**src/rtl/input_unit_if.sv**
```systemverilog
// Key-entry and result signals between the keypad front end and the input_unit.
interface input_unit_if;
    logic [3:0]  key_digit;
    logic        key_press;
    logic        key_neg;
    logic        key_clear;
    logic        key_enter;
    logic [7:0]  value;
    logic        value_valid;
    logic [15:0] BCD_O;
    logic        err;

    modport master (
        output key_digit, key_press, key_neg, key_clear, key_enter,
        input  value, value_valid, BCD_O, err
    );

    modport slave (
        input  key_digit, key_press, key_neg, key_clear, key_enter,
        output value, value_valid, BCD_O, err
    );
endinterface

```
**src/rtl/input_unit.sv**
```systemverilog
// Calculator operand entry: decimal key events accumulate into an 8-bit two's-complement
// operand, shown as sign + 3 BCD digits, committed with a one-cycle valid strobe on enter.
module input_unit (
    input  logic         clk,
    input  logic         reset,
    input_unit_if.slave  bus
);
    typedef enum logic [1:0] {S_EMPTY, S_ENTRY, S_DONE} state_t;

    function automatic logic signed [7:0] apply_sign(input logic [7:0] mag, input logic neg);
        return neg ? -$signed(mag) : $signed(mag);
    endfunction

    function automatic logic [15:0] to_bcd(input logic [7:0] mag, input logic neg);
        logic [7:0] rem;
        logic [3:0] hund, tens, ones, sgn;
        rem  = mag;
        hund = 4'd0;
        if (rem >= 8'd100) begin
            hund = 4'd1;
            rem  = rem - 8'd100;
        end
        tens = 4'(rem / 8'd10);
        ones = 4'(rem % 8'd10);
        sgn  = (neg && (mag != 8'd0)) ? 4'hA : 4'hF;
        return {sgn, hund, tens, ones};
    endfunction

    // key level order in the vectors below: {clear, enter, neg, press}
    logic [3:0] r_lvl_p0, r_lvl_d_p0, r_dig_p0;
    logic [3:0] w_edge_p0;
    logic       r_clr_p1, r_ent_p1, r_neg_p1, r_digv_p1;
    logic [3:0] r_dig_p1;

    state_t            r_state, w_state_nx;
    logic [7:0]        r_mag, w_mag_nx;
    logic              r_neg, w_neg_nx;
    logic [1:0]        r_ndig, w_ndig_nx;
    logic              r_err, w_err_nx;
    logic signed [7:0] r_value, w_value_nx;
    logic              r_vld_p2, w_vld_nx;
    logic [9:0]        w_mag_new;
    logic [9:0]        w_mag_lim;

    // stage p0: register key levels once
    always_ff @(posedge clk) begin
        if (reset) begin
            r_lvl_p0   <= 4'd0;
            r_lvl_d_p0 <= 4'd0;
        end else begin
            r_lvl_p0   <= {bus.key_clear, bus.key_enter, bus.key_neg, bus.key_press};
            r_lvl_d_p0 <= r_lvl_p0;
        end
        r_dig_p0 <= bus.key_digit;
    end

    assign w_edge_p0 = r_lvl_p0 & ~r_lvl_d_p0;

    // stage p1: priority-resolved event, at most one per cycle
    always_ff @(posedge clk) begin
        if (reset) begin
            r_clr_p1  <= 1'b0;
            r_ent_p1  <= 1'b0;
            r_neg_p1  <= 1'b0;
            r_digv_p1 <= 1'b0;
        end else begin
            r_clr_p1  <= w_edge_p0[3];
            r_ent_p1  <= w_edge_p0[2] & ~w_edge_p0[3];
            r_neg_p1  <= w_edge_p0[1] & ~(|w_edge_p0[3:2]);
            r_digv_p1 <= w_edge_p0[0] & ~(|w_edge_p0[3:1]);
        end
        r_dig_p1 <= r_dig_p0;
    end

    // stage p2: entry state
    always_ff @(posedge clk) begin
        if (reset) begin
            r_state  <= S_EMPTY;
            r_mag    <= 8'd0;
            r_neg    <= 1'b0;
            r_ndig   <= 2'd0;
            r_err    <= 1'b0;
            r_value  <= 8'sd0;
            r_vld_p2 <= 1'b0;
        end else begin
            r_state  <= w_state_nx;
            r_mag    <= w_mag_nx;
            r_neg    <= w_neg_nx;
            r_ndig   <= w_ndig_nx;
            r_err    <= w_err_nx;
            r_value  <= w_value_nx;
            r_vld_p2 <= w_vld_nx;
        end
    end

    // mag <= 99 whenever ndig < 3, so 10 bits never overflow for an accepted digit
    assign w_mag_new = {2'b00, r_mag} * 10'd10 + {6'd0, r_dig_p1};
    assign w_mag_lim = r_neg ? 10'd128 : 10'd127;

    always_comb begin
        w_state_nx = r_state;
        w_mag_nx   = r_mag;
        w_neg_nx   = r_neg;
        w_ndig_nx  = r_ndig;
        w_err_nx   = r_err;
        w_value_nx = r_value;
        w_vld_nx   = 1'b0;
        if (r_clr_p1) begin
            w_state_nx = S_EMPTY;
            w_mag_nx   = 8'd0;
            w_neg_nx   = 1'b0;
            w_ndig_nx  = 2'd0;
            w_err_nx   = 1'b0;
        end else if (r_ent_p1) begin
            w_vld_nx   = 1'b1;
            w_err_nx   = 1'b0;
            w_state_nx = S_DONE;
            case (r_state)
                S_EMPTY: w_value_nx = 8'sd0;
                S_ENTRY: w_value_nx = apply_sign(r_mag, r_neg);
                default: w_value_nx = r_value;
            endcase
        end else if (r_neg_p1) begin
            case (r_state)
                S_ENTRY: begin
                    if (r_neg && (r_mag == 8'd128)) begin
                        w_err_nx = 1'b1;
                    end else begin
                        w_neg_nx = ~r_neg;
                        w_err_nx = 1'b0;
                    end
                end
                S_DONE: begin
                    w_mag_nx   = 8'd0;
                    w_neg_nx   = 1'b1;
                    w_ndig_nx  = 2'd0;
                    w_err_nx   = 1'b0;
                    w_state_nx = S_EMPTY;
                end
                default: begin
                    w_neg_nx = ~r_neg;
                    w_err_nx = 1'b0;
                end
            endcase
        end else if (r_digv_p1) begin
            if (r_dig_p1 > 4'd9) begin
                w_err_nx = 1'b1;
            end else begin
                case (r_state)
                    S_ENTRY: begin
                        if ((r_ndig < 2'd3) && (w_mag_new <= w_mag_lim)) begin
                            w_mag_nx  = w_mag_new[7:0];
                            w_ndig_nx = r_ndig + 2'd1;
                            w_err_nx  = 1'b0;
                        end else begin
                            w_err_nx = 1'b1;
                        end
                    end
                    S_DONE: begin
                        w_mag_nx   = {4'd0, r_dig_p1};
                        w_neg_nx   = 1'b0;
                        w_ndig_nx  = 2'd1;
                        w_err_nx   = 1'b0;
                        w_state_nx = S_ENTRY;
                    end
                    default: begin
                        w_mag_nx   = {4'd0, r_dig_p1};
                        w_ndig_nx  = 2'd1;
                        w_err_nx   = 1'b0;
                        w_state_nx = S_ENTRY;
                    end
                endcase
            end
        end
    end

    always_comb begin
        bus.BCD_O       = to_bcd(r_mag, r_neg);
        bus.value       = r_value;
        bus.value_valid = r_vld_p2;
        bus.err         = r_err;
    end
endmodule

```
**src/flat_wrapper.sv**
```systemverilog
// flat-port wrapper written by rule: the top's interface ports become plain ports
module input_unit_flat 
  (clk, reset, bus_key_digit, bus_key_press, bus_key_neg, bus_key_clear, bus_key_enter, bus_value, bus_value_valid, bus_BCD_O, bus_err);
  input_unit_if bus_i ();
  input  logic clk;
  input  logic reset;
  input wire logic [$bits(bus_i.key_digit)-1:0] bus_key_digit;
  input wire logic [$bits(bus_i.key_press)-1:0] bus_key_press;
  input wire logic [$bits(bus_i.key_neg)-1:0] bus_key_neg;
  input wire logic [$bits(bus_i.key_clear)-1:0] bus_key_clear;
  input wire logic [$bits(bus_i.key_enter)-1:0] bus_key_enter;
  output wire logic [$bits(bus_i.value)-1:0] bus_value;
  output wire logic [$bits(bus_i.value_valid)-1:0] bus_value_valid;
  output wire logic [$bits(bus_i.BCD_O)-1:0] bus_BCD_O;
  output wire logic [$bits(bus_i.err)-1:0] bus_err;
  assign bus_i.key_digit = bus_key_digit;
  assign bus_i.key_press = bus_key_press;
  assign bus_i.key_neg = bus_key_neg;
  assign bus_i.key_clear = bus_key_clear;
  assign bus_i.key_enter = bus_key_enter;
  assign bus_value = bus_i.value;
  assign bus_value_valid = bus_i.value_valid;
  assign bus_BCD_O = bus_i.BCD_O;
  assign bus_err = bus_i.err;
  input_unit u_core (.clk(clk), .reset(reset), .bus(bus_i));
endmodule
```
**config.mk**
```make
export PLATFORM = sky130hd
export DESIGN_NAME = input_unit_flat
export DESIGN_NICKNAME = d
export VERILOG_FILES = /design/src/rtl/input_unit_if.sv /design/src/rtl/input_unit.sv /design/src/flat_wrapper.sv
export SDC_FILE = /design/constraint.sdc
export NUM_CORES = 1
export LEC_CHECK = 0
export ABC_AREA = 0
export CAP_MARGIN = 15
export CORE_MARGIN = 5
export CORE_UTILIZATION = 50
export CTS_CLUSTER_DIAMETER = 200
export DETAILED_ROUTE_END_ITERATION = 8
export PLACE_DENSITY = 0.72
export SKIP_LAST_GASP = 1
export SLEW_MARGIN = 15
export SYNTH_ARGS = -nofsm -noshare
export SYNTH_HDL_FRONTEND = slang
export SYNTH_SLANG_ARGS = --single-unit
```
**constraint.sdc**
```tcl
create_clock -name clk -period 4.5 [get_ports clk]
set_clock_uncertainty 0.15 [all_clocks]
set_input_delay 1.125 -clock clk [delete_from_list [all_inputs] [get_ports clk]]
set_output_delay 1.125 -clock clk [all_outputs]
set_load 0.05 [all_outputs]
```
# Word level (Yosys, flattened, before mapping)
# Cells that the tools add are included.
[word_totals]
reg_bits = 43
input_bits = 10
output_inout_bits = 26
word_cells = 104
[classes]
add_sub_neg = 4
mul = 1
div = 2
magnitude_cmp = 4
n_eq_ne = 11
n_mux = 37
n_bitwise = 11
n_reduce_logical = 18
[ops]
columns = ["cell", "n"]
rows = [
  ["$mux W8", 9],
  ["$mux W2", 11],
  ["$pmux W8 S2", 1],
  ["$mux W1", 14],
  ["$add A10 B4 Y10", 1],
  ["$le A10 B10 Y1", 1],
  ["$reduce_and A5 Y1", 2],
  ["$mul A8 B3 Y9 const B", 1],
  ["$ne A3 B1 Y1 const B", 3],
  ["$div A8 B4 Y8 const B", 1],
  ["$eq A8 B8 Y1 const B", 1],
  ["$ge A8 B7 Y1 const B", 1],
  ["$mod A8 B4 Y8 const B", 1],
  ["$neg A8 Y8", 1],
  ["$reduce_and A4 Y1", 2],
  ["$reduce_bool A8 Y1", 1],
  ["$sub A8 B7 Y8 const B", 1],
  ["$not A1 Y1", 6],
  ["$reduce_bool A2 Y1", 3],
  ["$reduce_or A3 Y1", 2],
  ["$and A4 B4 Y4", 1],
  ["$gt A4 B4 Y1 const B", 1],
  ["$ne A2 B1 Y1 const B", 2],
  ["$not A4 Y4", 1],
  ["other kinds (15)", 20],
]

# Logic depth before layout (Yosys ltp)
# Gate-level depths: netlist (run 1).
[logic_depth]
depth_word = 9
mapped_depth = 15
mapped_depth_nobuf = 14

# Least setup slack after synthesis (run 1)
# OpenSTA, ideal clock, no wires.
[synth_path]
kind = "reg2out"
start = "register u_core.r_mag[2]"
end = "output port bus_BCD_O[2]"
arrival_time_ns = 3.948
required_ns = 3.225
slack_ns = -0.723
path_stages_with_launch = 14
path_buffers = 1
path_cell_list = "dfxtp_1 > buf_2 > inv_1 > ha_1 > nor2b_4 > a21oi_4 > or2_2 > xnor2_4 > a211oi_1 > a211oi_1 > nor3b_2 > inv_1 > mux2_2 > o22ai_1"
[synth_via]
elab_chain_cells = 3
elab_cells_between_ends = 4
cone_classes = "add/sub (1); div (1); order compare (1); mux (1)"
[synth_rtl]
columns = ["element", "line", "source"]
rows = [
  ["from (decl)", "input_unit.sv:36", "logic [7:0] r_mag, w_mag_nx;"],
  ["from (signal assigned)", "input_unit.sv:87", "r_mag <= w_mag_nx;"],
  ["$sub A8 B7 Y8 or $ge A8 B7 Y1 (tied branches)", "input_unit.sv:21, input_unit.sv:19", ""],
  ["$mux W8 (*)", "input_unit.sv:19", "if (rem >= 8'd100) begin"],
  ["$mod A8 B4 Y8 (*)", "input_unit.sv:24", "ones = 4'(rem % 8'd10);"],
  ["to (decl)", "flat_wrapper.sv:14", "output wire logic [$bits(bus_i.BCD_O)-1:0] bus_BCD_O;"],
]
# Mark *: on every way between the ends. The rest lies on a longest branch, timed or not.

# Worst setup path in the final report (run 1)
[layout_path]
start = "register u_core.r_mag[2]"
end = "output port bus_BCD_O[1]"
# Same word-level chain as after synthesis.

==> out/metrics.cfg, run 1 <==
[floorplan]
dieArea_mm2=0.007864
num_rows=28
die_w_um=88.68
die_y_um=88.68
core-area_mm2=0.005956
start_util_pct=51.97
top_level_ports=36

[synthesis]
syn_inst=367
synth_area_leaders=dfxtp_1 (28%), ha_1 (11%), nand2_1 (4.4%)
synth_edf_count=0
synth_ff_type=dfxtp_1
syn_area_per_cell_um2=8.435
synth-seq-cells=43
yosysTopAreaCell=dfxtp_1
ys_seq_area_share_pct=27.81
ys_warn_count=0
synth_top_area_share_pct=27.81
synth_common_cells=dfxtp_1 (43), nand2_1 (36), ha_1 (28)
syn_area_mm2=0.003095
yosysMostFrequentCell=dfxtp_1
synth_cell_types=72
synthArstFlopShare_pct=0

[drt]
vias=2829
wl_per_cell_um=15.05
dr.first_iter.drc_count=124
drc=0
routed_wirelength_um=7493
dr.pass1.iters=4
viasPerCell=5.681
ant_nets=0

[finish]
syn_to_final_growth_pct=29.30
layout.nets=462
diodes=0
design_area_mm2=0.004003
drive_gt1_share_pct=25.30

[setup_path]
cp_max_fo=10
worstSetupEndpointType=primary output
crit_path_start_kind=flop
critPathKind=flop to primary output
cp_slowest_cell=dfxtp_2
cpMostUsedCell=buf_6
cp_data_required_time_ns=3.22
cp_cell_sequence=buf_6, ha_1, nand2_2, a21oi_4, buf_6, o211ai_4, buf_4, nand3_1, a21oi_4, a221oi_4, buf_6, nor3_4, a21o_1, o21bai_4, o31a_2, buf_8
cp_slowest_stage_delay_ns=0.37
cp.arrival_ns=3.29

[sta]
setup_violations=3
relSlewSlack_pct=38.48
post-route-min-period_ns=4.560
worstMarginPinSlew_ns=0.9194
slew_violations=0
setup_ws_ns=-0.06027
period_share_pct=101.3
final_hold_viol_count=0
rsz0062_at_grt=true
timing.fmax_mhz=219.3
whs_ns=0.1814

[placement]
pre_cts_ws_ns=0.09993
io_buffers=30
dp_hpwl_um=5231
gp_congestion=0.8861
dpl_cell_area_mm2=0.003550

[cts]
cts_max_path_buffers=2
cts_sinks=43
cts_root_buf=clkbuf_8
numCtsBuffers=5
cts_tree=built
cts_hold_buf=0
clock_latency_ns=0.29
path_clk_slew_ns=0.09
cts-htree-levels=2

[pwr]
p_total_w=0.0007766
power.density_mw_per_mm2=194.0
max-vdd-ir-drop_uv=280.0
p_leak_nw=1.672

[global_routing]
grt_usage_pct=18.92
grt_remaining_overflow=0
grt_max_degree=24
grt_pass1_vias=2618
grt_pass1_wl_um=12140
antenna_found_initial=0

[outcome]
violations=negative setup slack
status=complete, but fails checks

[hold_path]
hp-class=flop to flop

[job]
cap_violations=0

[cells by family (layout without fill, tap and decap cells)]
kind of cell | after synthesis | in the layout | share of synthesized area [%]
and+or+nand+nor | 133 | 133 | 22.55
xor gates and xnor gates | 20 | 20 | 6.508
other | 2 | 5 | 0.2426
AOI/OAI and AO/OA | 96 | 96 | 23.32
muxes | 1 | 1 | 0.3638
buffers and inverters | 42 | 95 | 6.589
DFF | 43 | 43 | 27.81
adders and majority gates | 30 | 30 | 12.61
[placed cells by master (no fill, tap or decap), types with 4 or more instances in the layout]
cell type | synthesis | routed
dfxtp_1 | 43 | 40
buf_4 | 8 | 37
nand2_1 | 36 | 35
ha_1 | 28 | 26
nor2_1 | 25 | 24
clkdlybuf4s50_1 | 0 | 24
o21ai_0 | 18 | 16
a21oi_1 | 16 | 14
inv_1 | 16 | 13
xnor2_1 | 13 | 13
nand3_1 | 11 | 11
nor2b_1 | 10 | 10
o31ai_1 | 9 | 9
nand4_1 | 8 | 8
a22oi_1 | 8 | 8
nor3_1 | 8 | 7
buf_6 | 1 | 7
nand2b_1 | 7 | 6
a21o_1 | 6 | 6
xor2_1 | 5 | 5
conb_1 | 2 | 5
clkbuf_8 | 0 | 5
nor4_1 | 4 | 4
[registers in the layout (all words and copies together), names as in the netlist, 2 cells and up]
signal,flops
u_core.r_dig_p0,4
u_core.r_mag,8
u_core.r_dig_p1,4
u_core.bus.value,8
u_core.r_state,2
u_core.r_lvl_p0,4
u_core.r_lvl_d_p0,4
u_core.r_ndig,2
[power breakdown]
part / internal [W] / total (W) / switching [W] / leakage, nW
logic: 0.0000523 / 0.000128 / 0.0000755 / 1.28
registers: 0.000392 / 0.000400 / 0.00000816 / 0.354
clock network: 0.000111 / 0.000249 / 0.000138 / 0.0408
[through the flow]
stage | TNS (ns) | instances | utilization, %
after floorplan | 0 | 370 | -
after global placement | 0 | 471 | 59.60
after detailed placement | 0 | 471 | 59.60
after CTS | -0.009985 | 491 | 63.97
after global routing | -0.4718 | 498 | 67.21
final | -0.1343 | 498 | 67.21
[timing repair]
item / 4_1_cts / 5_1_grt
pin swaps: 7 / 17
gates resized for setup: 19 / 31
setup endpoints to repair: 3 / 4
buffers inserted: 12 / 7
hold endpoints to repair: 0 / 0
[final timing paths]
check,from,endpoint,cells after the start,slack [ns]
max,u_core.r_mag[2],bus_BCD_O[1],16,-0.06
min,u_core.r_dig_p0[3],u_core.r_dig_p1[3],0,0.18
max reg2reg,u_core.r_mag[1],u_core.r_mag[3],15,0.55
min reg2reg,u_core.r_dig_p0[3],u_core.r_dig_p1[3],0,0.18
[layout make-up]
class | instances | area (µm²)
Inverter | 16 | 65.06
Tap cell | 75 | 93.84
Clock inverter | 3 | 23.77
Multi-Input combinational cell | 285 | 2235
Timing Repair Buffer | 71 | 651.9
Clock buffer | 5 | 68.82
Fill cell | 472 | 1953
Sequential cell | 43 | 864.6
[layer usage]
layer	vias up	part of all wire, %	GRT usage (%)
met3	12	3.2	2.235
met2	61	51	33.47
li1	1425	-	-
met5	-	0	0
met4	0	1.4	3.571
met1	1331	44	24.86
[worst max-delay path, delay by kind of cell (launching register included)]
kind	cells	cell delay [ns]
and+or+nand+nor	3	0.26
DFF	1	0.37
AOI/OAI and AO/OA	7	1.40
buffers and inverters	5	0.77
adders and majority gates	1	0.18
No activity file was read; power rests on OpenSTA's default activity.
==> run 2: changes to the inputs <==
--- a/config.mk
+++ b/config.mk
@@ -8,10 +8,10 @@
 export ABC_AREA = 0
 export CAP_MARGIN = 15
 export CORE_MARGIN = 5
-export CORE_UTILIZATION = 50
+export CORE_UTILIZATION = 61
 export CTS_CLUSTER_DIAMETER = 200
 export DETAILED_ROUTE_END_ITERATION = 8
-export PLACE_DENSITY = 0.72
+export PLACE_DENSITY = 0.86
 export SKIP_LAST_GASP = 1
 export SLEW_MARGIN = 15
 export SYNTH_ARGS = -nofsm -noshare
==> constraint.sdc (replaced) <==
create_clock -name clk -period 5.37 [get_ports clk]
set_clock_uncertainty 0.15 [all_clocks]
set_input_delay 1.3425 -clock clk [delete_from_list [all_inputs] [get_ports clk]]
set_output_delay 1.3425 -clock clk [all_outputs]
set_load 0.05 [all_outputs]
==> out/metrics.cfg, run 2 (synthesis results as in run 1) <==
[global_routing]
antenna_found_initial=0  ; unchanged
grt_remaining_overflow=0  ; unchanged
grt_usage_pct=21.41  ; +2.5 points
grt_pass1_wl_um=11350  ; -6.5%
grt_pass1_vias=2597  ; -0.80%
grt_max_degree=24  ; unchanged

[cts]
clock_latency_ns=0.29  ; about the same
cts-htree-levels=2  ; unchanged
numCtsBuffers=5  ; unchanged
cts_sinks=43  ; unchanged
cts_tree=built
path_clk_slew_ns=0.08  ; about the same
cts_root_buf=clkbuf_8
cts_hold_buf=0  ; unchanged
cts_max_path_buffers=2  ; unchanged

[finish]
layout.nets=426  ; -7.8%
syn_to_final_growth_pct=13.70
drive_gt1_share_pct=11.63  ; -14 points
diodes=0  ; unchanged
fillCellCount=387  ; -18%
final_cell_mix=dfxtp_1 (41), nand2_1 (36), ha_1 (28), nor2_1 (25), clkdlybuf4s50_1 (25)
layout_commonest_cell=dfxtp_1

[floorplan]
start_util_pct=61.79  ; +9.8 points
top_level_ports=36  ; unchanged
dieArea_mm2=0.006599  ; -16%
die_w_um=81.24  ; -8.4%
core-area_mm2=0.005010  ; -16%
num_rows=26  ; -7.1%
die_y_um=81.24  ; -8.4%

[placement]
pre_cts_ws_ns=0.2876  ; +0.1876 ns
gp_congestion=0.9122  ; +2.9%
io_buffers=30  ; unchanged
dp_hpwl_um=4956  ; -5.3%

[sta]
post-route-min-period_ns=5.097
setup_tns_ns=0  ; +0.1343 ns
setup_violations=0  ; -3
worstMarginPinSlew_ns=0.9276  ; +0.008230 ns
setup_ws_ns=0.2732  ; +0.3334 ns
period_share_pct=94.91
relSlewSlack_pct=37.93  ; -0.55 points
final_hold_viol_count=0  ; unchanged
rsz0062_at_grt=false
slew_violations=0  ; unchanged
timing.fmax_mhz=196.2

[drt]
dr.pass1.iters=5  ; +1
ant_nets=0  ; unchanged
dr.first_iter.drc_count=136  ; +9.7%
vias=2699  ; -4.6%
wl_per_cell_um=14.48  ; -3.8%
routed_wirelength_um=6616  ; -12%
drc=0  ; unchanged
viasPerCell=5.906  ; +4.0%

[setup_path]
cp_data_required_time_ns=3.88  ; +0.66 ns
cp.arrival_ns=3.60  ; +0.31 ns
worstSetupEndpointType=primary output
cp_max_fo=12  ; +2
critPathKind=flop to primary output
crit_path_start_kind=flop

[pwr]
p_leak_nw=1.480  ; -12%
max-vdd-ir-drop_uv=240.3  ; -14%
power.density_mw_per_mm2=177.3  ; -8.6%
p_total_w=0.0006240  ; -20%

[outcome]
status=complete, no violations

[hold_path]
hp-class=flop to flop

[job]
cap_violations=0  ; unchanged

## run 2: final cells by class
type	count	area [µm²]	share of cell area, %
multi-input combinational	285	2072	58.87
sequential	43	863.3	24.53
timing repair buffer	35	351.6	9.989
tap	70	87.58	2.488
clock buffer	6	72.57	2.062
inverter	16	60.06	1.706
clock inverter	2	12.51	0.3555
## run 2: power by group
group	total [W]	internal [W]	leakage, nW	switching, W
clock	0.000197	0.0000908	0.0412	0.000106
combinational	0.0000906	0.0000341	1.09	0.0000565
sequential	0.000337	0.000329	0.353	0.00000822
total	0.000624	0.000453	1.48	0.000171
## run 2: path summary, 6_finish.rpt
check | start | to | slack (ns) | cells after the start
worst min-delay path | u_core.r_dig_p0[1] | u_core.r_dig_p1[1] | 0.18 | 0
worst max register to register | u_core.r_mag[4] | u_core.r_mag[3] | 1.37 | 13
worst min register to register | u_core.r_dig_p0[1] | u_core.r_dig_p1[1] | 0.18 | 0
worst max-delay path | u_core.r_mag[0] | bus_BCD_O[1] | 0.27 | 13
## run 2: timing repair
item                                    CTS  global route
gates resized for setup                   1             7
gates cloned                              0             0
setup buffers                             0             0
endpoints found under the setup margin    1             4
## run 2: stage by stage
step	instance area (µm²)	hold WS, ns	utilization [%]	cells
finish	3520	0.1760	70.25	457
global route	3520	0.1876	70.25	457
CTS	3493	0.1807	69.73	457
detailed placement	3410	0.1621	68.06	449
global placement	3410	0.1599	68.06	449
floorplan	3113	0.1596	-	370
## run 2: routing by layer
layer	track usage (%)	routed length, µm	up-vias
li1	-	-	1344
met1	26.21	2905	1284
met2	38.34	3411	64
met3	2.993	248	7
met4	7.095	49	0
met5	0	0	-
## run 2: worst max-delay path, cell delays in order (launching register included)
cell and delay, ns:
dfxtp_1 0.48, inv_1 0.17, ha_1 0.27, nand2_1 0.17, a21oi_4 0.11, o311a_4 0.39
or3_1 0.40, a21oi_2 0.20, a221oi_4 0.08, o2bb2ai_1 0.17, a21o_1 0.22, o21bai_1 0.18
o31a_1 0.28, buf_4 0.19
==> run 3: changes to the inputs <==
--- a/config.mk
+++ b/config.mk
@@ -8,10 +8,10 @@
 export ABC_AREA = 0
 export CAP_MARGIN = 15
 export CORE_MARGIN = 5
-export CORE_UTILIZATION = 61
+export CORE_UTILIZATION = 57
 export CTS_CLUSTER_DIAMETER = 200
 export DETAILED_ROUTE_END_ITERATION = 8
-export PLACE_DENSITY = 0.86
+export PLACE_DENSITY = 0.81
 export SKIP_LAST_GASP = 1
 export SLEW_MARGIN = 15
 export SYNTH_ARGS = -nofsm -noshare
==> constraint.sdc (replaced) <==
create_clock -name clk -period 5.33 [get_ports clk]
set_clock_uncertainty 0.15 [all_clocks]
set_input_delay 1.3325 -clock clk [delete_from_list [all_inputs] [get_ports clk]]
set_output_delay 1.3325 -clock clk [all_outputs]
set_load 0.05 [all_outputs]
==> out/metrics.cfg, run 3 (synthesis results as in run 1) <==
[pwr]
power.density_mw_per_mm2=189.5  ; +6.9%
p_total_w=0.0006843  ; +9.7%
p_leak_nw=1.526  ; +3.1%
max-vdd-ir-drop_uv=372.2  ; +55%

[setup_path]
cp_max_fo=12  ; unchanged
cp_cell_sequence=inv_1, ha_1, nor2b_4, a21oi_4, o311a_4, or3_1, a21oi_2, a221oi_4, o2bb2ai_1, a21o_1, o21bai_1, o31a_1, buf_4
critPathKind=flop to primary output
crit_path_start_kind=flop
critPathBufInv=2  ; unchanged
worstSetupEndpointType=primary output
cp_slowest_cell=or3_1
cp_slowest_stage_delay_ns=0.41  ; -0.07 ns
cp_data_required_time_ns=3.85  ; -0.03 ns
cp.arrival_ns=3.56  ; -0.04 ns
crit_family=compound AO/OA/AOI/OAI gates

[drt]
routed_wirelength_um=6939  ; +4.9%
dr.first_iter.drc_count=123  ; -9.6%
wl_per_cell_um=14.92  ; +3.1%
viasPerCell=5.985  ; +1.3%
dr.pass1.iters=4  ; -1
vias=2783  ; +3.1%
ant_nets=0  ; unchanged
drc=0  ; unchanged

[cts]
cts_max_path_buffers=2  ; unchanged
numCtsBuffers=5  ; unchanged
cts_tree=built
clock_latency_ns=0.30  ; about the same
cts-htree-levels=2  ; unchanged
cts_sinks=43  ; unchanged
path_clk_slew_ns=0.09  ; about the same
cts_root_buf=clkbuf_8

[finish]
drive_gt1_share_pct=13.92  ; +2.3 points
syn_to_final_growth_pct=16.69
design_area_mm2=0.003612  ; +2.6%
final_cells=465  ; +1.8%
layout_commonest_cell=dfxtp_1
layout.nets=434  ; +1.9%
diodes=0  ; unchanged
final_cell_mix=dfxtp_1 (41), nand2_1 (36), ha_1 (28), nor2_1 (25), clkdlybuf4s50_1 (25)

[placement]
placed_cells_incl_taps=454  ; +1.1%
dpl_cell_area_mm2=0.003447  ; +1.1%
gp_congestion=0.8434  ; -7.5%
pre_cts_ws_ns=0.2739  ; -0.01368 ns
dp_hpwl_um=5216  ; +5.3%
io_buffers=30  ; unchanged

[sta]
final_hold_viol_count=0  ; unchanged
worstMarginPinSlew_ns=0.9090  ; -0.01863 ns
post-route-min-period_ns=5.042
rsz0062_at_grt=false
setup_tns_ns=0  ; unchanged
slew_violations=0  ; unchanged
setup_violations=0  ; unchanged
timing.fmax_mhz=198.3
period_share_pct=94.60
setup_ws_ns=0.2878  ; +0.01463 ns
relSlewSlack_pct=39.18  ; +1.2 points

[floorplan]
die_w_um=83.69  ; +3.0%
core-area_mm2=0.005205  ; +3.9%
top_level_ports=36  ; unchanged
start_util_pct=59.47  ; -2.3 points
num_rows=26  ; unchanged
die_y_um=83.69  ; +3.0%
dieArea_mm2=0.007004  ; +6.1%

[global_routing]
grt_pass1_vias=2557  ; -1.5%
antenna_found_initial=0  ; unchanged
grt_usage_pct=20.07  ; -1.3 points
grt_max_degree=24  ; unchanged
grt_remaining_overflow=0  ; unchanged
grt_pass1_wl_um=11940  ; +5.2%

[job]
cap_violations=0  ; unchanged

[outcome]
status=complete, no violations

[hold_path]
hp-class=flop to flop

[run 3: cell type report]
cell class	instances	area (µm²)
sequential	43	865.8
fill	424	1593
timing repair buffer	43	411.6
multi-input combinational	285	2071
clock buffer	5	68.82
tap	70	87.58
clock inverter	3	43.79
inverter	16	63.81
[run 3: path summary, 6_finish.rpt]
path                                          from            endpoint  slack [ns]  depth (start not counted)
worst min-delay path            u_core.r_dig_p0[0]  u_core.r_dig_p1[0]        0.17                          0
worst max-delay path               u_core.r_mag[3]        bus_BCD_O[1]        0.29                         13
worst min register to register  u_core.r_dig_p0[0]  u_core.r_dig_p1[0]        0.17                          0
worst max register to register     u_core.r_mag[4]     u_core.r_mag[6]        1.26                         13
[run 3: worst reg2reg max path: cells and delay by family (launching register included)]
kind,cells,cell delay (ns)
simple gates,3,0.65
xor+xnor,1,0.18
compound gates,4,0.73
flops,1,0.75
fa+ha+maj,3,1.20
buf+inv,2,0.33
[run 3: per-stage QoR]
| step | utilization (%) | hold slack (ns) |
|---|---|---|
| after floorplan | - | 0.1596 |
| after CTS | 68.37 | 0.1752 |
| after global placement | 66.23 | 0.1610 |
| final | 69.40 | 0.1652 |
| after global routing | 69.40 | 0.1816 |
| after detailed placement | 66.23 | 0.1632 |
[run 3: per-layer routing]
layer,vias up,track usage (%),part of all wire (%)
met5,-,0,0
met4,0,8.333,2.6
met3,19,3.455,4.5
met2,78,34.13,49
met1,1324,24.91,44
li1,1362,-,-
[run 3: where the power goes]
group	leakage, nW	internal, W	switching [W]
Sequential	0.353	0.000331	0.00000779
Combinational	1.11	0.0000359	0.0000579
Clock	0.0581	0.000139	0.000113
Total	1.53	0.000506	0.000178
[run 3: what timing repair did]
| action | in CTS | in global routing |
|---|---|---|
| setup endpoints to repair | 1 | 4 |
| hold endpoints to repair | 0 | 0 |
| gates resized for setup | 1 | 10 |
| hold buffers | 0 | 0 |
| setup buffers | 0 | 3 |
